$ cat src/rtl/factorial_pkg.sv
// Shared types and constants for the factorial sweep driver.
package factorial_pkg;

  localparam int FACT_N_W = 8;

  typedef enum logic [2:0] {
    IDLE,
    PRIME,
    SEND,
    WAIT,
    DONE
  } sweep_state_e;

  // n! mod 256 for n = 0..9; every n >= 10 gives 0.
  localparam logic [0:9][7:0] FACT8 = '{
    8'd1, 8'd1, 8'd2, 8'd6, 8'd24, 8'd120, 8'd208, 8'd176, 8'd128, 8'd128
  };

endpackage

$ cat src/rtl/fact_golden_step.sv
// Running n! mod 2^N_W used to check results. Exists only in builds with
// FACTORIAL_SWEEP_GOLDEN_CHECK_EN defined.
module fact_golden_step #(
  parameter int N_W = 8
) (
  input  logic           clk,
  input  logic           rst,
  input  logic           init_i,
  input  logic           step_i,
  input  logic           adv_i,
  input  logic [N_W-1:0] cur_i,
  output logic [N_W-1:0] exp_o,
  output logic           prime_last_o
);

  logic [N_W-1:0] exp_q, exp_d;
  // One bit wider than cur so that k never wraps while it steps up to cur.
  logic [N_W:0]   k_q, k_d;

  always_comb begin
    exp_d = exp_q;
    k_d   = k_q;
    if (init_i) begin
      exp_d = N_W'(1);
      k_d   = (N_W+1)'(1);
    end else if (step_i && (k_q <= {1'b0, cur_i})) begin
      exp_d = exp_q * k_q[N_W-1:0];
      k_d   = k_q + (N_W+1)'(1);
    end else if (adv_i) begin
      exp_d = exp_q * (cur_i + N_W'(1));
    end
  end

  always_ff @(posedge clk) begin
    if (rst) begin
      exp_q <= N_W'(1);
      k_q   <= (N_W+1)'(1);
    end else begin
      exp_q <= exp_d;
      k_q   <= k_d;
    end
  end

  assign exp_o = exp_q;
  // When this is high, the step taken in the current cycle is the last one.
  // The flag is also high at once for cur = 0.
  assign prime_last_o = (k_q >= {1'b0, cur_i});

endmodule

$ cat src/rtl/factorial_sweep_driver.sv
// Sweeps n over [cfg_first, cfg_last] through the factorial proc, one request at a time.
// Accumulates the sum, XOR and count of the results. Define FACTORIAL_SWEEP_GOLDEN_CHECK_EN to add a golden check.
module factorial_sweep_driver
  import factorial_pkg::*;
#(
  parameter int N_W   = FACT_N_W,
  parameter int SUM_W = 16
) (
  input  logic             clk,
  input  logic             rst,
  input  logic             start,
  input  logic [N_W-1:0]   cfg_first,
  input  logic [N_W-1:0]   cfg_last,
  output logic [N_W-1:0]   chan_n,
  output logic             chan_n_vld,
  input  logic             chan_n_rdy,
  input  logic [N_W-1:0]   chan_result,
  input  logic             chan_result_vld,
  output logic             chan_result_rdy,
  output logic             busy,
  output logic             done,
  output logic [SUM_W-1:0] res_sum,
  output logic [N_W-1:0]   res_xor,
  output logic [N_W-1:0]   res_count,
  output logic             mismatch
);

  sweep_state_e   state_q;
  logic [N_W-1:0] cur_q, last_q, res_xor_q, res_count_q;
  logic [SUM_W-1:0] res_sum_q;
  logic chan_n_vld_q, res_rdy_q, busy_q, done_q;
  logic last_n;

  // cur is compared with last before it is incremented, so the sweep never wraps.
  assign last_n = (cur_q == last_q);

`ifdef FACTORIAL_SWEEP_GOLDEN_CHECK_EN
  logic           start_ok, mismatch_q, prime_last;
  logic [N_W-1:0] golden_exp;

  assign start_ok = start & ((state_q == IDLE) | (state_q == DONE));

  fact_golden_step #(.N_W(N_W)) u_golden (
    .clk          (clk),
    .rst          (rst),
    .init_i       (start_ok),
    .step_i       (state_q == PRIME),
    .adv_i        (res_rdy_q & chan_result_vld & ~last_n),
    .cur_i        (cur_q),
    .exp_o        (golden_exp),
    .prime_last_o (prime_last)
  );

  assign mismatch = mismatch_q;
`else
  assign mismatch = 1'b0;
`endif

  always_ff @(posedge clk) begin
    if (rst) begin
      state_q      <= IDLE;
      cur_q        <= '0;
      last_q       <= '0;
      chan_n_vld_q <= 1'b0;
      res_rdy_q    <= 1'b0;
      busy_q       <= 1'b0;
      done_q       <= 1'b0;
      res_sum_q    <= '0;
      res_xor_q    <= '0;
      res_count_q  <= '0;
`ifdef FACTORIAL_SWEEP_GOLDEN_CHECK_EN
      mismatch_q   <= 1'b0;
`endif
    end else begin
      case (state_q)
        IDLE, DONE: begin
          if (start) begin
            cur_q       <= cfg_first;
            last_q      <= cfg_last;
            res_sum_q   <= '0;
            res_xor_q   <= '0;
            res_count_q <= '0;
            done_q      <= 1'b0;
`ifdef FACTORIAL_SWEEP_GOLDEN_CHECK_EN
            mismatch_q  <= 1'b0;
`endif
            if (cfg_first > cfg_last) begin
              state_q <= DONE;
              done_q  <= 1'b1;
            end else begin
              busy_q  <= 1'b1;
`ifdef FACTORIAL_SWEEP_GOLDEN_CHECK_EN
              state_q <= PRIME;
`else
              state_q      <= SEND;
              chan_n_vld_q <= 1'b1;
`endif
            end
          end
        end
`ifdef FACTORIAL_SWEEP_GOLDEN_CHECK_EN
        PRIME: begin
          if (prime_last) begin
            state_q      <= SEND;
            chan_n_vld_q <= 1'b1;
          end
        end
`endif
        SEND: begin
          if (chan_n_rdy) begin
            state_q      <= WAIT;
            chan_n_vld_q <= 1'b0;
            res_rdy_q    <= 1'b1;
          end
        end
        WAIT: begin
          if (chan_result_vld) begin
            res_sum_q   <= res_sum_q + SUM_W'(chan_result);
            res_xor_q   <= res_xor_q ^ chan_result;
            res_count_q <= res_count_q + N_W'(1);
            res_rdy_q   <= 1'b0;
`ifdef FACTORIAL_SWEEP_GOLDEN_CHECK_EN
            if (chan_result != golden_exp) mismatch_q <= 1'b1;
`endif
            if (last_n) begin
              state_q <= DONE;
              busy_q  <= 1'b0;
              done_q  <= 1'b1;
            end else begin
              state_q      <= SEND;
              cur_q        <= cur_q + N_W'(1);
              chan_n_vld_q <= 1'b1;
            end
          end
        end
        default: state_q <= IDLE;
      endcase
    end
  end

  assign chan_n          = cur_q;
  assign chan_n_vld      = chan_n_vld_q;
  assign chan_result_rdy = res_rdy_q;
  assign busy            = busy_q;
  assign done            = done_q;
  assign res_sum         = res_sum_q;
  assign res_xor         = res_xor_q;
  assign res_count       = res_count_q;

endmodule

$ cat config.mk
export PLATFORM = sky130hd
export DESIGN_NAME = factorial_sweep_driver
export DESIGN_NICKNAME = d
export VERILOG_FILES = /design/src/rtl/factorial_pkg.sv /design/src/rtl/fact_golden_step.sv /design/src/rtl/factorial_sweep_driver.sv
export SDC_FILE = /design/constraint.sdc
export NUM_CORES = 1
export LEC_CHECK = 0
export CAP_MARGIN = 15
export CORE_ASPECT_RATIO = 0.7
export CORE_MARGIN = 1.5
export CORE_UTILIZATION = 57
export DETAILED_ROUTE_END_ITERATION = 10
export DONT_BUFFER_PORTS = 1
export GPL_ROUTABILITY_DRIVEN = 0
export PLACE_DENSITY = 0.72
export SLEW_MARGIN = 20
export SYNTH_ARGS = -nofsm -noshare
export SYNTH_HDL_FRONTEND = slang
export SYNTH_SLANG_ARGS = --single-unit
$ cat constraint.sdc
create_clock -name clk -period 3.9 [get_ports clk]
set_input_delay 0.195 -clock clk [delete_from_list [all_inputs] [get_ports clk]]
set_output_delay 0.195 -clock clk [all_outputs]
set_load 0.1 [all_outputs]
# [Word level (Yosys, flattened, before mapping)]
# Index checks and enable logic that the tools add are counted.
[word_totals] out_inout_bits=45 inputBits=29 register_bits=55 rom_bits=0 mem_bits_rw=0 wordCells=73 latch_bits=0 mem_count=0
[op_classes] n_eq_ne=10 addsub=3 n_mux=35 div_mod_pow=0 order_cmp=1 n_reduce_logical=13 bitwise=1 multipliers=0 n_shift=0
[ops] operator="$mux 8" n=6
[ops] operator="$pmux 8 s2" n=3
[ops] operator="$mux 16" n=2
[ops] operator="$pmux 16 s2" n=1
[ops] operator="$add 16x8->16" n=1
[ops] operator="$add 8x1->8 const B" n=2
[ops] operator="$mux 3" n=5
[ops] operator="$mux 1" n=13
[ops] operator="$ne 2x2->1 const B" n=6
[ops] operator="$pmux 3 s3" n=1
[ops] operator="$reduce_and 3->1" n=3
[ops] operator="$eq 8x8->1" n=1
[ops] operator="$gt 8x8->1" n=1
[ops] operator="$reduce_and 4->1" n=2
[ops] operator="$xor 8x8->8" n=1
[ops] operator="$eq 3x2->1 const B" n=2
[ops] operator="$pmux 1 s2" n=3
[ops] operator="$reduce_and 6->1" n=1
[ops] operator="$reduce_and 5->1" n=1
[ops] operator="$reduce_bool 2->1" n=2
[ops] operator="$eq 3x3->1 const B" n=1
[ops] operator="$logic_not 3->1" n=1
[ops] operator="$pmux 1 s3" n=1
[ops] operator="$reduce_bool 3->1" n=1
[ops] operator="2 further kinds" n=2

# [Depth between registers and ports, before layout]
# Gate-level depths: netlist of the first run.
[logic_depth] word_depth=4 ltp_mapped=7 depth_no_buf=7

# [Least setup slack after synthesis of the first run]
# No wires, ideal clock.
[synth_timing] path_kind="reg-to-reg" from="reg res_sum_q[4] (netlist: res_sum[4])" to="reg res_sum_q[10] (netlist: res_sum[10])" slack_ps=1290 arrival_ps=2537 stages_incl_launch_ff=7 setup_time_ps=73 period_less_slack_ps=2610 path_cell_list="dfxtp_1 -> ha_1 -> a21o_1 -> a221oi_1 -> a21oi_1 -> nand4_1 -> mux2i_1"
[synth_via] elab_chain_cells=3
[synth_lines] item="start, declared" line_no="factorial_sweep_driver.sv:30" text="logic [SUM_W-1:0] res_sum_q;"
[synth_lines] item="start signal, assigned" line_no="factorial_sweep_driver.sv:118" text="res_sum_q <= res_sum_q + SUM_W'(chan_result);"
[synth_lines] item="$add 16x8->16" line_no="factorial_sweep_driver.sv:118"
[synth_lines] item="$mux 16" line_no="factorial_sweep_driver.sv:117" text="if (chan_result_vld) begin"
[synth_lines] item="$pmux 16 s2" line_no="factorial_sweep_driver.sv:75" text="case (state_q)"
# No other way between the ends. The select of a mux whose other input is x is not followed.
# A chain may end at the register's enable or synchronous reset.

# [Worst setup path after layout of the first run]
[layout_timing] from="reg res_sum_q[0] (netlist: res_sum[0])" to="reg res_sum_q[10] (netlist: res_sum[10])"
# The elaborated chain is that of the path after synthesis.

==> out/metrics.yaml, run 1 <==
hold_slack_ns: -0.00119
r2r_start: "res_sum[0]"
synth_top_flop_cell: "dfxtp_1"
yosysTopAreaCell: "dfxtp_1"
wire_per_inst_um: 16.2
setup-violations-final: 0
clockBufferDepth: 2
syn_area_sq_um: 3050
first_pass_iters: 4
grt_pass1_wl_mm: 12.4
p_leak_nw: 1.32
slew-limit-headroom_pct: 23.2
wl_mm: 7.38
dpl_cell_area_sq_um: 3210
synth_adder_area_share_pct: 8.04
track_usage_pct: 26.6
p_comb_share_pct: 19.1
grt_max_degree: 29
stdcell_area_sq_um: 3320
crit_type: "reg2reg"
die-area_sq_um: 5810
vias_per_cell: 5.93
area_growth_pct: 8.74
rsz0062_at_grt: "no"
clkSlewWorstSetupHoldPaths_ns: 0.10
finalMaxSlewViolations: 0
drc_errors: 0
die_h_um: 64.2
grt_pass1_vias: 2518
rows: 22
synthTopCellsByArea: "dfxtp_1 36%, ha_1 7.4%, nand2_1 6.2%, a21oi_1 5.4%, nor2_1 4.9%"
critPathCaptureType: "flip-flop"
yosysMostFrequentCell: "dfxtp_1"
clkPwrFrac_pct: 25.1
portBuffers: 0
cp.arrival_ns: 3.14
worst_r2r_path_depth: 7
syn_avg_cell_area_sq_um: 8.20
setup_tns_ns: 0
ys_ff_latch: 55
seq_power_share_pct: 55.8
drive_above_1_share_pct: 9.90
outcome: "finished with violations"
r2r_slack_ns: 1.01
ys_warn_count: 0
whs_path_depth: 2
hold_viol_final: 1
crit_start: "res_sum[0]"
yosys.cell_types.count: 57
synth-simple-area-share_pct: 22.7
cp-start-kind: "flip-flop"
diodes: 0
regArea_sq_um: 1100
initial_core_util_pct: 58.6
violations: "negative hold slack"
design.core.area_sq_um: 5200
hpwl_mm: 5.25
crit_fanout: 4
ios: 74
synthMuxAreaShare_pct: 1.07
h-tree-depth: 2
nNetsFinal: 431
syn-instance-count: 372
p_per_area_nw_per_um2: 426
clock_sink_count: 55
synth_edf_count: 0
hold_class: "in2reg"
post-route-util_pct: 63.8
antenna_found_initial: 0
multi_input_comb_area_sq_um: 1810
grt-ovfl-total: 0
tightest_slew_ns: 1.15
synth_compound_area_share_pct: 18.6
vdd_drop_max_mv: 0.233
fmax_mhz: 347
synth_top_area_share_pct: 36.1
synth.top_cells.by_count: "55 x dfxtp_1, 50 x nand2_1, 40 x nor2_1"
ant_nets: 0
p_sw_share_pct: 39.6
p_sw_mw: 0.560
internal_power_mw: 0.853
cap_viol_max_count: 0
syn_nets: 420
clk_latency_ns: 0.32
via_count: 2704
min_period_over_period_pct: 74.0
ys_seq_area_share_pct: 36.1
total_power_mw: 1.41
fin_skew_ns: 0.00475
die_x_um: 90.4
synthXorXnorAreaFrac_pct: 8.61
hold_start: "cfg_last[4]"
numCtsBuffers: 5
nFillCells: 456
ys_async_sr_fraction_pct: 0
synth_top_family_by_area: "simple AND/OR/NAND/NOR gates"
crit_required_ns: 4.16
drt_iter0_markers: 202
post-route-min-period_ns: 2.89
cts_tree: "built"
clock-root-buffer: "clkbuf_8"
[worst paths after layout]
check,end
hold / removal,last_q[4]
hold reg to reg,last_q[0]
setup reg to reg,res_sum[10]
setup / recovery,res_sum[10]
[layer usage]
layer / track usage [%] / vias up / routed length (um)
met5: 0 / - / 0
met1: 37.5 / 1266 / 3510
li1: - / 1343 / -
met3: 9.05 / 6 / 676
met4: 4.96 / 0 / 53
met2: 39.3 / 89 / 3140
[critical path, cell delays in order, from the launching register on]
cell      delay (ns)
dfxtp_1         0.66
ha_1            0.41
fa_1            0.42
a21o_1          0.20
a221oi_1        0.57
a21oi_1         0.21
nand4_1         0.16
mux2i_1         0.19
[metrics by stage]
stage,setup slack (ns),std cells,hold slack (ns)
floorplan,1.29,372,0.331
global placement,1.09,447,0.268
detailed placement,1.06,447,0.272
CTS,1.03,456,0.000721
global route,0.834,456,0.00290
finish,1.01,456,-0.00119
[what timing repair did]
action,CTS,global route
hold buffers,1,0
gates resized for setup,0,0
hold endpoints to repair,28,0
buffers inserted,0,0
setup endpoints to repair,0,0
[area by class of cell]
cell class,count,area share (%)
inverters,17,1.92
clock buffers,8,3.02
repair buffers,21,4.68
flip-flops and latches,55,33.2
well taps,72,2.72
multi-input cells,283,54.4
[logic make-up (layout without fill, tap and decap cells)]
logic type / count (synthesis) / after routing
DFF: 55 / 55
AOI/OAI and AO/OA: 86 / 86
and+or+nand+nor: 144 / 144
buffers and inverters: 34 / 46
other: 1 / 1
xor gates and xnor gates: 30 / 30
adders and majority gates: 19 / 19
muxes: 3 / 3
[flip-flops by register name, summed over array words and instances, names as in the netlist]
signal           flops
busy                 1
chan_n               8
chan_n_vld           1
chan_result_rdy      1
done                 1
last_q               8
res_count            8
res_sum             16
res_xor              8
state_q              3
[power by group through the flow]
stage                     sequential [mW]  clock [mW]  combinational (mW)
after global routing                0.793       0.383               0.302
after global placement              0.799           0               0.258
after floorplan                     0.818           0               0.191
after CTS                           0.787       0.358               0.270
final                               0.788       0.355               0.270
after detailed placement            0.800           0               0.263
[cells in the final DEF, fill, tap and decap left out, types with 2 or more instances in the layout]
| master | Yosys | final |
|---|---|---|
| dfxtp_1 | 55 | 54 |
| nand2_1 | 50 | 50 |
| nor2_1 | 40 | 40 |
| a21oi_1 | 33 | 33 |
| buf_4 | 1 | 20 |
| ha_1 | 18 | 18 |
| inv_1 | 17 | 17 |
| xnor2_1 | 15 | 15 |
| xor2_1 | 15 | 15 |
| nand3_1 | 13 | 13 |
| nand4_1 | 9 | 9 |
| a31oi_1 | 8 | 8 |
| o21ai_0 | 7 | 7 |
| clkbuf_8 | 0 | 7 |
| or3_1 | 6 | 6 |
| o211ai_1 | 5 | 5 |
| nor3_1 | 4 | 4 |
| a211oi_1 | 4 | 4 |
| a22oi_1 | 4 | 4 |
| or4_1 | 4 | 4 |
| nor2b_1 | 3 | 3 |
| a21o_1 | 3 | 3 |
| and3_1 | 3 | 3 |
| o311ai_0 | 3 | 3 |
| and2_1 | 2 | 2 |
| mux2_2 | 2 | 2 |
| a221oi_1 | 2 | 2 |
| a32oi_1 | 2 | 2 |
| o311a_1 | 2 | 2 |
| a32o_1 | 2 | 2 |
Note: power is estimated with default switching activity, not from simulation.
==> run 2, diff against run 1 <==
- PLACE_DENSITY: 0.72 -> 0.75
- clock period: 3.9 -> 2.6 ns (I/O delays scaled with it)
==> run 2 against run 1 <==
The flow now finishes without violations. Global-route usage up 1.8 points. Flip-flop and latch count unchanged. Register-to-register slack worse by 0.58 ns. Die area unchanged. Final area up 12%. Count of clock-buffer cells in the layout down 2. First-iteration DRC count up 8.4%. Critical path type unchanged. Largest cell class unchanged. Largest power group unchanged. Highest routed layer unchanged.
==> out/metrics.yaml, run 2 (synthesized netlist as in run 1, its figures left out) <==
outcome: "finished, final reports clean"  # was finished with violations
clockBufferDepth: 2  # unchanged
largest_register_ff_count: 16  # unchanged
critPathCaptureType: "flip-flop"  # unchanged
post-route-min-period_ns: 2.17  # was 2.89 ns
dpl_cell_area_sq_um: 3460  # was 3210 sq um
drive_above_1_share_pct: 16.4  # was 9.90%
clock-root-buffer: "clkbuf_8"  # unchanged
initial_core_util_pct: 58.6  # unchanged
grt_pass1_wl_mm: 13.4  # was 12.4 mm
layout_common_cells: "54 x dfxtp_1, 53 x buf_4, 50 x nand2_1"  # was 54 x dfxtp_1, 50 x nand2_1, 40 x nor2_1
grt_max_degree: 29  # unchanged
die_x_um: 90.4  # unchanged
crit_fanout: 22  # was 4
cp-start-kind: "flip-flop"  # unchanged
grt_pass1_vias: 2874  # was 2,518
clkSlewWorstSetupHoldPaths_ns: 0.10  # about the same
fmax_mhz: 461  # was 347 MHz
cap_viol_max_count: 0  # unchanged
hold_slack_ns: 0.0289  # was -0.00119 ns
grt-ovfl-total: 0  # unchanged
hold_viol_final: 0  # was 1
slew-limit-headroom_pct: 33.2  # was 23.2%
via_count: 2954  # was 2,704
area_growth_pct: 21.3  # was 8.74%
clock_sink_count: 55  # unchanged
p_leak_nw: 1.55  # was 1.32 nW
final_common_cell: "dfxtp_1"  # unchanged
hpwl_mm: 5.72  # was 5.25 mm
ios: 74  # unchanged
wire_per_inst_um: 15.6  # was 16.2 um
drt_iter0_markers: 219  # was 202
min_period_over_period_pct: 83.5  # was 74.0%
rows: 22  # unchanged
setup_tns_ns: 0  # unchanged
die-area_sq_um: 5810  # unchanged
setup-violations-final: 0  # unchanged
h-tree-depth: 2  # unchanged
die_h_um: 64.2  # unchanged
stdcell_area_sq_um: 3700  # was 3320 sq um
multi_input_comb_area_sq_um: 1810  # unchanged
track_usage_pct: 28.4  # was 26.6%
first_pass_iters: 5  # was 4
vdd_drop_max_mv: 0.475  # was 0.233 mV
fin_skew_ns: 0.00903  # was 0.00475 ns
drc_errors: 0  # unchanged
rsz0062_at_grt: "no"  # unchanged
place_ws_ns: 0.478  # was 1.06 ns
setup_ws_ns: 0.430  # was 1.01 ns
wl_mm: 7.88  # was 7.38 mm
tightest_slew_ns: 1.00  # was 1.15 ns
crit_required_ns: 2.84  # was 4.16 ns
diodes: 0  # unchanged
hold_class: "in2reg"  # unchanged
cp.arrival_ns: 2.41  # was 3.14 ns
regArea_sq_um: 1100  # unchanged
design.core.area_sq_um: 5200  # unchanged
ctsResizeCount: 0  # unchanged
crit_type: "reg2reg"  # unchanged
p_per_area_nw_per_um2: 579  # was 426 nW/um^2
clk_latency_ns: 0.30  # was 0.32 ns
nFillCells: 416  # was 456
cts_tree: "built"  # unchanged
antenna_found_initial: 0  # unchanged
portBuffers: 0  # unchanged
finalMaxSlewViolations: 0  # unchanged
nNetsFinal: 479  # was 431
numCtsBuffers: 5  # unchanged
ant_nets: 0  # unchanged
vias_per_cell: 5.86  # was 5.93
-- run 2: cell types whose count changed in the layout (fill, tap and decap cells not counted), sizes merged --
cell         change
clkbuf           -2
clkinv           +1
dlygate4sd3     +15
buf             +33
clkinvlp         +1
-- run 2: area by class of cell --
cell class              count  area share, %
clock buffers               6           1.96
flip-flops and latches     55           29.8
inverters                  17           1.72
clock inverters             2          0.338
well taps                  72           2.43
multi-input cells         283           48.8
repair buffers             69           14.9
-- run 2: through the flow --
stage / total power [mW] / utilization [%] / instances
floorplan: 1.51 / - / 372
global placement: 1.65 / 66.5 / 480
detailed placement: 1.66 / 66.5 / 480
CTS: 2.14 / 71.2 / 504
global route: 2.25 / 71.1 / 504
finish: 2.14 / 71.1 / 504
-- run 2: path summary, 6_finish.rpt --
kind	from	to	slack, ns	cells past startpoint
worst max register to register	state_q[0]	chan_n[6]	0.43	5
worst min register to register	last_q[6]	last_q[6]	0.48	2
worst min-delay path	chan_result_vld	chan_result_rdy	0.03	3
worst max-delay path	state_q[0]	chan_n[6]	0.43	5
-- run 2: worst max-delay path, stage by stage, from the launching register on --
cell	delay, ns
dfxtp_1	0.46
nor3b_4	0.44
nor2_4	0.20
or3_1	0.42
or4_1	0.42
a31oi_1	0.17
-- run 2: per-layer routing --
metal / track usage (%) / vias up / wire length [um]
li1: - / 1437 / -
met1: 39.0 / 1376 / 3600
met2: 44.8 / 133 / 3500
met3: 7.14 / 8 / 718
met4: 6.35 / 0 / 68
met5: 0 / - / 0
-- run 2: repair_timing --
item | CTS | global route
hold buffers | 16 | 0
hold endpoints to repair | 28 | 0
setup buffers | 0 | 0
-- run 2: report_power, final --
part	internal (mW)	leakage, nW	switching [mW]
sequential	0.896	0.448	0.0475
combinational	0.209	1.06	0.526
clock	0.189	0.0412	0.275
